**config.mk**
```make
export PLATFORM = sky130hd
export DESIGN_NAME = ex2_stage_sequencer
export DESIGN_NICKNAME = d
export VERILOG_FILES = /design/src/rtl/ex_pipe_pkg.sv /design/src/rtl/ex1_load_use_detect.sv /design/src/rtl/ex2_stage_sequencer.sv
export SDC_FILE = /design/constraint.sdc
export NUM_CORES = 1
export LEC_CHECK = 0
export BUFFER_PORTS_ARGS = -buffer_cell sky130_fd_sc_hd__buf_2
export CAP_MARGIN = 20
export CORE_ASPECT_RATIO = 0.5
export CORE_UTILIZATION = 25
export DETAILED_ROUTE_END_ITERATION = 8
export HOLD_SLACK_MARGIN = 0.15
export SLEW_MARGIN = 20
export SYNTH_ARGS = -nofsm -noshare
export SYNTH_HDL_FRONTEND = slang
export SYNTH_SLANG_ARGS = --single-unit
```
**constraint.sdc**
```tcl
create_clock -name Clk -period 4.5 [get_ports Clk]
set_input_delay 0.225 -clock Clk [delete_from_list [all_inputs] [get_ports Clk]]
set_output_delay 0.225 -clock Clk [all_outputs]
set_load 0.02 [all_outputs]
```
**src/rtl/ex_pipe_pkg.sv**
```systemverilog
// ----------------------------------------------------------------------------
// ex_pipe_pkg
//   Shared definitions for the EX1/EX2 pipeline control logic: the sequencer
//   state encoding, the hard-wired zero register index and the default
//   latency of the custom SAD instruction.
// ----------------------------------------------------------------------------
package ex_pipe_pkg;

    typedef enum logic [1:0] {
        IDLE = 2'b00,   // normal flow
        RUN  = 2'b01,   // SAD iterating in EX1
        DONE = 2'b10    // SAD completes this cycle
    } seq_state_t;

    localparam logic [4:0] REG_ZERO = 5'd0;

    localparam int SAD_LATENCY_DEF = 4;

endpackage

```
**src/rtl/ex1_load_use_detect.sv**
```systemverilog
// ----------------------------------------------------------------------------
// ex1_load_use_detect
//   Purely combinational load-use compare between the load sitting in EX2 and
//   the source registers of the EX1 instruction. Also used by forwarding.
//
//   Ports:
//     valid    in   EX1 holds a real instruction
//     mem_read in   EX2 instruction is a load
//     reg_dst  in   destination register of the EX2 instruction
//     rs, rt   in   source registers of the EX1 instruction
//     hz       out  load-use hazard
// ----------------------------------------------------------------------------
module ex1_load_use_detect
    import ex_pipe_pkg::*;
(
    input  logic       valid,
    input  logic       mem_read,
    input  logic [4:0] reg_dst,
    input  logic [4:0] rs,
    input  logic [4:0] rt,
    output logic       hz
);

    // $zero is never really written, so a load targeting it cannot create
    // a dependency.
    assign hz = valid & mem_read & (reg_dst != REG_ZERO) &
                ((reg_dst == rs) | (reg_dst == rt));

endmodule

```
**src/rtl/ex2_stage_sequencer.sv**
```systemverilog
// ----------------------------------------------------------------------------
// ex2_stage_sequencer
//   Controls the EX1/EX2 pipeline register. Sequences the multi-cycle SAD
//   instruction in EX1 (holding upstream, filling EX2 with bubbles until the
//   result is ready), inserts a one-cycle load-use stall and squashes EX1 on
//   jump/JR flushes.
//
//   Ports:
//     Clk, Reset       clock (rising edge), async active-low reset
//     Valid_EX1        EX1 holds a real instruction
//     CustomOp_EX1     EX1 instruction is the SAD op
//     rs_EX1, rt_EX1   EX1 source registers
//     MemRead_EX2      EX2 instruction is a load
//     RegDst_EX2       EX2 destination register
//     Flush_EX1        jump/JR resolved, EX1 squashed
//     Stall_Upstream   hold PC, IF/ID, ID/EX1
//     EX2_Load         EX1/EX2 register captures
//     EX2_Bubble       EX1/EX2 register captures zeroed control
//     SadBusy          SAD in progress (RUN or DONE)
//     SadDone          pulse: SAD result captured into EX2
//     SadAbort         pulse: SAD killed by a flush
//     IterCount        current SAD iteration index
// ----------------------------------------------------------------------------
module ex2_stage_sequencer
    import ex_pipe_pkg::*;
#(
    parameter int SAD_LATENCY = SAD_LATENCY_DEF,
    parameter int CNT_W       = 8
) (
    input  logic             Clk,
    input  logic             Reset,
    input  logic             Valid_EX1,
    input  logic             CustomOp_EX1,
    input  logic [4:0]       rs_EX1,
    input  logic [4:0]       rt_EX1,
    input  logic             MemRead_EX2,
    input  logic [4:0]       RegDst_EX2,
    input  logic             Flush_EX1,
    output logic             Stall_Upstream,
    output logic             EX2_Load,
    output logic             EX2_Bubble,
    output logic             SadBusy,
    output logic             SadDone,
    output logic             SadAbort,
    output logic [CNT_W-1:0] IterCount
);

    generate
        if (SAD_LATENCY < 3 || SAD_LATENCY > 255) begin : g_bad_latency
            $error("ex2_stage_sequencer: SAD_LATENCY out of range 3..255");
        end
        if ((SAD_LATENCY - 1) >= (2 ** CNT_W)) begin : g_bad_cnt_w
            $error("ex2_stage_sequencer: CNT_W too narrow for SAD_LATENCY-1");
        end
    endgenerate

    localparam logic [CNT_W-1:0] LAST_RUN = CNT_W'(SAD_LATENCY - 2);

    seq_state_t       state;
    logic [CNT_W-1:0] iter_cnt;
    logic             hz;
    logic             sad_start;

    ex1_load_use_detect u_hz (
        .valid    (Valid_EX1),
        .mem_read (MemRead_EX2),
        .reg_dst  (RegDst_EX2),
        .rs       (rs_EX1),
        .rt       (rt_EX1),
        .hz       (hz)
    );

    // Flush and the load-use stall both outrank starting a new SAD op.
    assign sad_start = Valid_EX1 & CustomOp_EX1 & ~Flush_EX1 & ~hz;

    always_ff @(posedge Clk or negedge Reset) begin
        if (!Reset) begin
            state    <= IDLE;
            iter_cnt <= '0;
        end else begin
            unique case (state)
                IDLE: begin
                    if (sad_start) begin
                        state    <= RUN;
                        iter_cnt <= CNT_W'(1);
                    end
                end
                RUN: begin
                    if (Flush_EX1) begin
                        state    <= IDLE;
                        iter_cnt <= '0;
                    end else if (iter_cnt == LAST_RUN) begin
                        // Count is held so the DONE cycle still shows it.
                        state <= DONE;
                    end else begin
                        iter_cnt <= iter_cnt + CNT_W'(1);
                    end
                end
                DONE: begin
                    state    <= IDLE;
                    iter_cnt <= '0;
                end
                default: begin
                    state    <= IDLE;
                    iter_cnt <= '0;
                end
            endcase
        end
    end

    // Outputs are a function of state and inputs; the reset term forces the
    // reset values while Reset is held low regardless of the inputs.
    always_comb begin
        Stall_Upstream = 1'b0;
        EX2_Load       = 1'b1;
        EX2_Bubble     = 1'b0;
        SadBusy        = 1'b0;
        SadDone        = 1'b0;
        SadAbort       = 1'b0;
        if (!Reset) begin
            EX2_Load   = 1'b0;
            EX2_Bubble = 1'b1;
        end else begin
            unique case (state)
                IDLE: begin
                    if (Flush_EX1) begin
                        EX2_Bubble = 1'b1;
                    end else if (hz || (Valid_EX1 && CustomOp_EX1)) begin
                        Stall_Upstream = 1'b1;
                        EX2_Bubble     = 1'b1;
                    end
                end
                RUN: begin
                    SadBusy = 1'b1;
                    if (Flush_EX1) begin
                        EX2_Bubble = 1'b1;
                        SadAbort   = 1'b1;
                    end else begin
                        Stall_Upstream = 1'b1;
                        EX2_Bubble     = 1'b1;
                    end
                end
                DONE: begin
                    SadBusy = 1'b1;
                    if (Flush_EX1) begin
                        EX2_Bubble = 1'b1;
                        SadAbort   = 1'b1;
                    end else begin
                        SadDone = 1'b1;
                    end
                end
                default: ;
            endcase
        end
    end

    assign IterCount = iter_cnt;

endmodule

```
# Word level (Yosys, flattened, before mapping)
# Index checks and enable logic that the tools add are counted.
[totals]
regBits = 10
in_bits = 21
output_inout_bits = 14
wordCells = 51
[classes]
n_reduce_logical = 7
mux = 24
eq_ne = 8
bitwise_logic = 9
add_sub_neg = 1
[ops]
columns = ["operator", "n"]
rows = [
  ["8-bit two-way mux", 3],
  ["8-bit case mux with 2 select lines", 1],
  ["1-bit two-way mux", 14],
  ["5-bit equality test", 2],
  ["8-bit by 1-bit adder with 8-bit output (second input constant)", 1],
  ["8-bit by 2-bit equality test with 1-bit output (second input constant)", 1],
  ["1-bit AND", 6],
  ["2-bit two-way mux", 3],
  ["3-bit inequality test (second input constant)", 2],
  ["5-bit nonzero test", 1],
  ["2-bit case mux with 2 select lines", 1],
  ["2-bit AND reduction", 2],
  ["1-bit case mux with 3 select lines", 1],
  ["2-bit by 1-bit equality test with 1-bit output (second input constant)", 1],
  ["2-bit equality test (second input constant)", 1],
  ["2-bit logical NOT", 1],
  ["2-bit inequality test (second input constant)", 1],
  ["1-bit inverter", 2],
  ["1-bit case mux with 2 select lines", 1],
  ["2-bit OR reduction", 1],
  ["1-bit logical AND", 1],
  ["1-bit logical OR", 1],
  ["1-bit bitwise OR", 1],
]

# Logic depth before layout (Yosys ltp)
[depth]
ltp_word = 8
depth_mapped = 9
ltp_nobuf = 8

# Hierarchy
# From an unflattened synthesis, not the netlist that was laid out.
[hier_totals]
cells_unflattened = 96
hier_area_um2 = 822.0
[by_module_without_submodules]
columns = ["module", "n_inst", "seq_area_each_um2", "area_per_inst_um2", "cells_per_inst"]
rows = [
  ["ex2_stage_sequencer", 1, 250.2, 689.4, 79],
  ["ex1_load_use_detect", 1, 0.0, 132.6, 17],
]

# Least setup slack after synthesis
# OpenSTA, ideal clock, no wires.
[synth_path]
kind = "register to register"
start = "register iter_cnt[0], in the netlist IterCount[0]"
end = "register iter_cnt[2], in the netlist IterCount[2]"
path_stages_with_launch = 10
path_buffers = 1
slack_ns = 2.284
t_required_ns = 4.371
t_arrival_ns = 2.087
period_less_slack_ns = 2.216
setup_ns = 0.129
cell_sequence = "dfrtp_1 -> inv_1 -> ha_1 -> nor4b_1 -> nand2_1 -> o211a_4 -> a211oi_4 -> or2_0 -> buf_2 -> o21ai_0"
[synth_via]
elab_chain_cells = 4
elab_cells_between_ends = 7
cone_classes = "1 x add/sub; 2 x eq/ne; 3 x mux; 1 x reduce/logical"
[synth_rtl]
columns = ["item", "line", "rtl"]
rows = [
  ["from (decl)", "ex2_stage_sequencer.sv:60", "logic [CNT_W-1:0] iter_cnt;"],
  ["from (signal assigned)", "ex2_stage_sequencer.sv:96", "iter_cnt <= iter_cnt + CNT_W'(1);"],
  ["8-bit by 1-bit adder with 8-bit output", "ex2_stage_sequencer.sv:96", ""],
  ["8-bit two-way mux", "ex2_stage_sequencer.sv:92", "end else if (iter_cnt == LAST_RUN) begin"],
  ["8-bit two-way mux", "ex2_stage_sequencer.sv:89", "if (Flush_EX1) begin"],
  ["8-bit case mux with 2 select lines", "ex2_stage_sequencer.sv:81", "unique case (state)"],
]
# Parallel ways exist; a longest one is shown, timed or not. The select of a mux whose other input is x is not followed.
# A chain may end at the register's enable or synchronous reset.

# Final worst setup path
# Ends and elaborated chain as after synthesis.

==> results.sh <==
export IMPL_die_h_um=43.8
export IMPL_outcome="complete, no violations"
export IMPL_worstSkewPairLatency_ns=0.24
export IMPL_cp_max_fo=9
export IMPL_grt_pass1_wl_mm=3.31
export IMPL_setup_ws_ns=1.96
export IMPL_die_area_sq_um=3750
export IMPL_h_tree_depth=1
export IMPL_hpwl_mm=1.57
export IMPL_worstMarginPinSlew_ns=0.486
export IMPL_setup_tns_final_ns=0
export IMPL_fin_util_pct=36.4
export IMPL_drive_above_1_share_pct=33.1
export IMPL_grt_util_met1_pct=13.2
export IMPL_slew_headroom_pct=67.6
export IMPL_synthFlopType="dfrtp_1"
export IMPL_r2r_end="IterCount[2]"
export IMPL_path_clk_slew_ns=0.05
export IMPL_vias=849
export IMPL_ctsLongestPathBuffers=2
export IMPL_via_per_inst=4.61
export IMPL_synth_async_reset_ratio_pct=100
export IMPL_leakage_nw=0.563
export IMPL_grt_use_met2_pct=20.5
export IMPL_syn2layout_area_growth_pct=31.9
export IMPL_syn_area_sq_um=875
export IMPL_pre_cts_slack_ns=1.97
export IMPL_setup_viol=0
export IMPL_fin_area_sq_um=1150
export IMPL_finalPower_mw=0.449
export IMPL_yosysUniqueCellTypes=31
export IMPL_antennaDiodeCount=0
export IMPL_hp_class="in -> async"
export IMPL_power_density_nw_per_um2=390
export IMPL_routed_wl_mm=2.02
export IMPL_gr_total_overflow=0
export IMPL_ys_warn_count=0
export IMPL_syn_num_nets=127
export IMPL_synth_edf_count=0
export IMPL_drtIter0Drc=41
export IMPL_die_x_um=85.6
export IMPL_synth_avg_cell_area_sq_um=8.75
export IMPL_port_buffers=34
export IMPL_drc_errors=0
export IMPL_fin_nets=164
export IMPL_crit_arrival_ns=2.64
export IMPL_fp_row_count=14
export IMPL_antenna_found_initial=0
export IMPL_firstDrtPassIters=5
export IMPL_max_cap_violations=0
export IMPL_required_ns=4.60
export IMPL_fin_crit_sh_pct=56.4
export IMPL_irDropWorstVdd_mv=0.107
export IMPL_final_antenna_net_count=0
export IMPL_r2r_cells=8
export IMPL_ff2ff_setup_slack_ns=1.96
export IMPL_cts_root_buf="clkbuf_8"
export IMPL_period_needed_ns=2.54
export IMPL_synthCells=100
export IMPL_cts_inserted_buffers=3
export IMPL_grt_total_usage_pct=11.5
export IMPL_max_stage_delay_ns=0.42
export IMPL_grt_max_degree=16
export IMPL_placed_area_sq_um=1090
export IMPL_end_kind="register"
export IMPL_start_util_pct=27.6
export IMPL_timing_fmax_mhz=394
export IMPL_finClkSkew_ns=0.000694
export IMPL_cts_tree="yes"
export IMPL_start_kind="register"
export IMPL_grt_pass1_vias=751
export IMPL_worstReg2RegStart="IterCount[0]"
export IMPL_top_usage_layer="met2"
export IMPL_num_io_pins=35
export IMPL_worstSetupPathType="reg -> reg"
export IMPL_cts_sinks=10
export IMPL_routabilityCongestion=0.756
export IMPL_rsz0062_at_grt="false"
export IMPL_wl_per_cell_um=11.0
export IMPL_path_cells="inv_1 > ha_1 > nor4b_1 > nand2_1 > o211a_4 > a211oi_4 > or2_0 > o21ai_0"
export IMPL_cts_setup_buffers=0
export IMPL_slew_violations=0
export IMPL_use_met3_pct=3.43
export IMPL_synth_seq_cells=10
export IMPL_hold_viol=0
export IMPL_critPathSlowestCell="dfrtp_1"
export IMPL_yosysSeqAreaShare_pct=28.6
export IMPL_coreArea_sq_um=3170
-- Yosys cell counts (2+ instances only) --
cell type | n | area share, %
and2_1 | 2 | 1.4
a21oi_1 | 6 | 3.4
o21a_1 | 2 | 1.7
nor3_1 | 3 | 1.7
a31oi_1 | 2 | 1.4
ha_1 | 6 | 8.6
nand2_1 | 3 | 1.3
inv_1 | 4 | 1.7
o21ai_0 | 14 | 8.0
nor2b_1 | 2 | 1.4
nor2_1 | 8 | 3.4
and3_1 | 4 | 2.9
o31ai_2 | 3 | 4.3
nand3_1 | 3 | 1.7
nand2b_1 | 4 | 2.9
dfrtp_1 | 10 | 29
xor2_1 | 10 | 10
-- layer usage --
metal | wire length, um | up-vias
li1 | - | 432
met1 | 939 | 387
met2 | 971 | 30
met3 | 110 | 0
met4 | 0 | 0
met5 | 0 | -
-- critical path: cells and delay by family (launching register included) --
kind | cells | cell delay [ns]
AND/OR/NAND/NOR | 3 | 0.95
buffers and inverters | 1 | 0.09
AO/OA/AOI/OAI | 3 | 0.81
adder cells (fa/ha/maj) | 1 | 0.14
flip-flops | 1 | 0.42
-- worst max-delay path by stage --
stage                         to         start  slack (ns)  depth (start not counted)
detailed placement  IterCount[2]  IterCount[0]        1.97                          8
CTS                 IterCount[2]  IterCount[0]        1.94                          8
finish              IterCount[2]  IterCount[0]        1.96                          8
floorplan           IterCount[2]  IterCount[0]        2.28                          9
global placement    IterCount[2]  IterCount[0]        2.09                          8
global route        IterCount[2]  IterCount[0]        1.69                          8
-- final cells by class --
cell class / instances / area, sq um
flip-flops and latches: 10 / 250
well taps: 48 / 60.1
repair buffers: 35 / 180
fillers: 320 / 2020
clock buffers: 4 / 55.1
inverters: 4 / 15.0
multi-input cells: 83 / 593
-- timing repair --
action	in CTS	in global routing
gates resized for setup	0	0
hold buffers	1	0
hold endpoints to repair	10	0
-- per-stage QoR --
| stage | std cells | hold slack [ns] |
|---|---|---|
| global route | 184 | 0.435 |
| finish | 184 | 0.404 |
| floorplan | 100 | -0.0706 |
| detailed placement | 179 | 0.127 |
| CTS | 184 | 0.403 |
| global placement | 179 | 0.124 |
-- flip-flops by register name, summed over array words and instances, names as in the netlist --
name,cells
IterCount,8
state,2
-- power by group --
group          switching (mW)  leakage [nW]  internal, mW
sequential             0.0176         0.136         0.105
combinational           0.130         0.398        0.0834
clock                  0.0358        0.0288        0.0769
-- layout by cell type (no fill, tap or decap) --
cell type      synthesis  layout
buf_2                  1      34
o21ai_0               14      14
dfrtp_1               10      10
xor2_1                10      10
nor2_1                 8       8
a21oi_1                6       6
ha_1                   6       6
inv_1                  4       4
and3_1                 4       4
nand2b_1               4       4
clkbuf_8               0       4
nor3_1                 3       3
nand2_1                3       3
nand3_1                3       3
o31ai_2                3       3
nor2b_1                2       2
and2_1                 2       2
o21a_1                 2       2
a31oi_1                2       2
a22oi_1                1       1
or4_1                  1       1
o211ai_2               1       1
a221oi_1               1       1
nor4b_1                1       1
o211a_4                1       1
o21ba_2                1       1
a211oi_4               1       1
or2_0                  1       1
o2bb2a_1               1       1
a32o_1                 1       1
dlygate4sd3_1          0       1
-- kinds of logic after synthesis --
| family | after synthesis | synth area share, % |
|---|---|---|
| simple gates | 32 | 19.3 |
| xor+xnor | 10 | 10.0 |
| flops | 10 | 28.6 |
| fa+ha+maj | 6 | 8.58 |
| compound gates | 35 | 29.9 |
| buf+inv | 7 | 3.58 |
(Power assumes the default switching activity.)
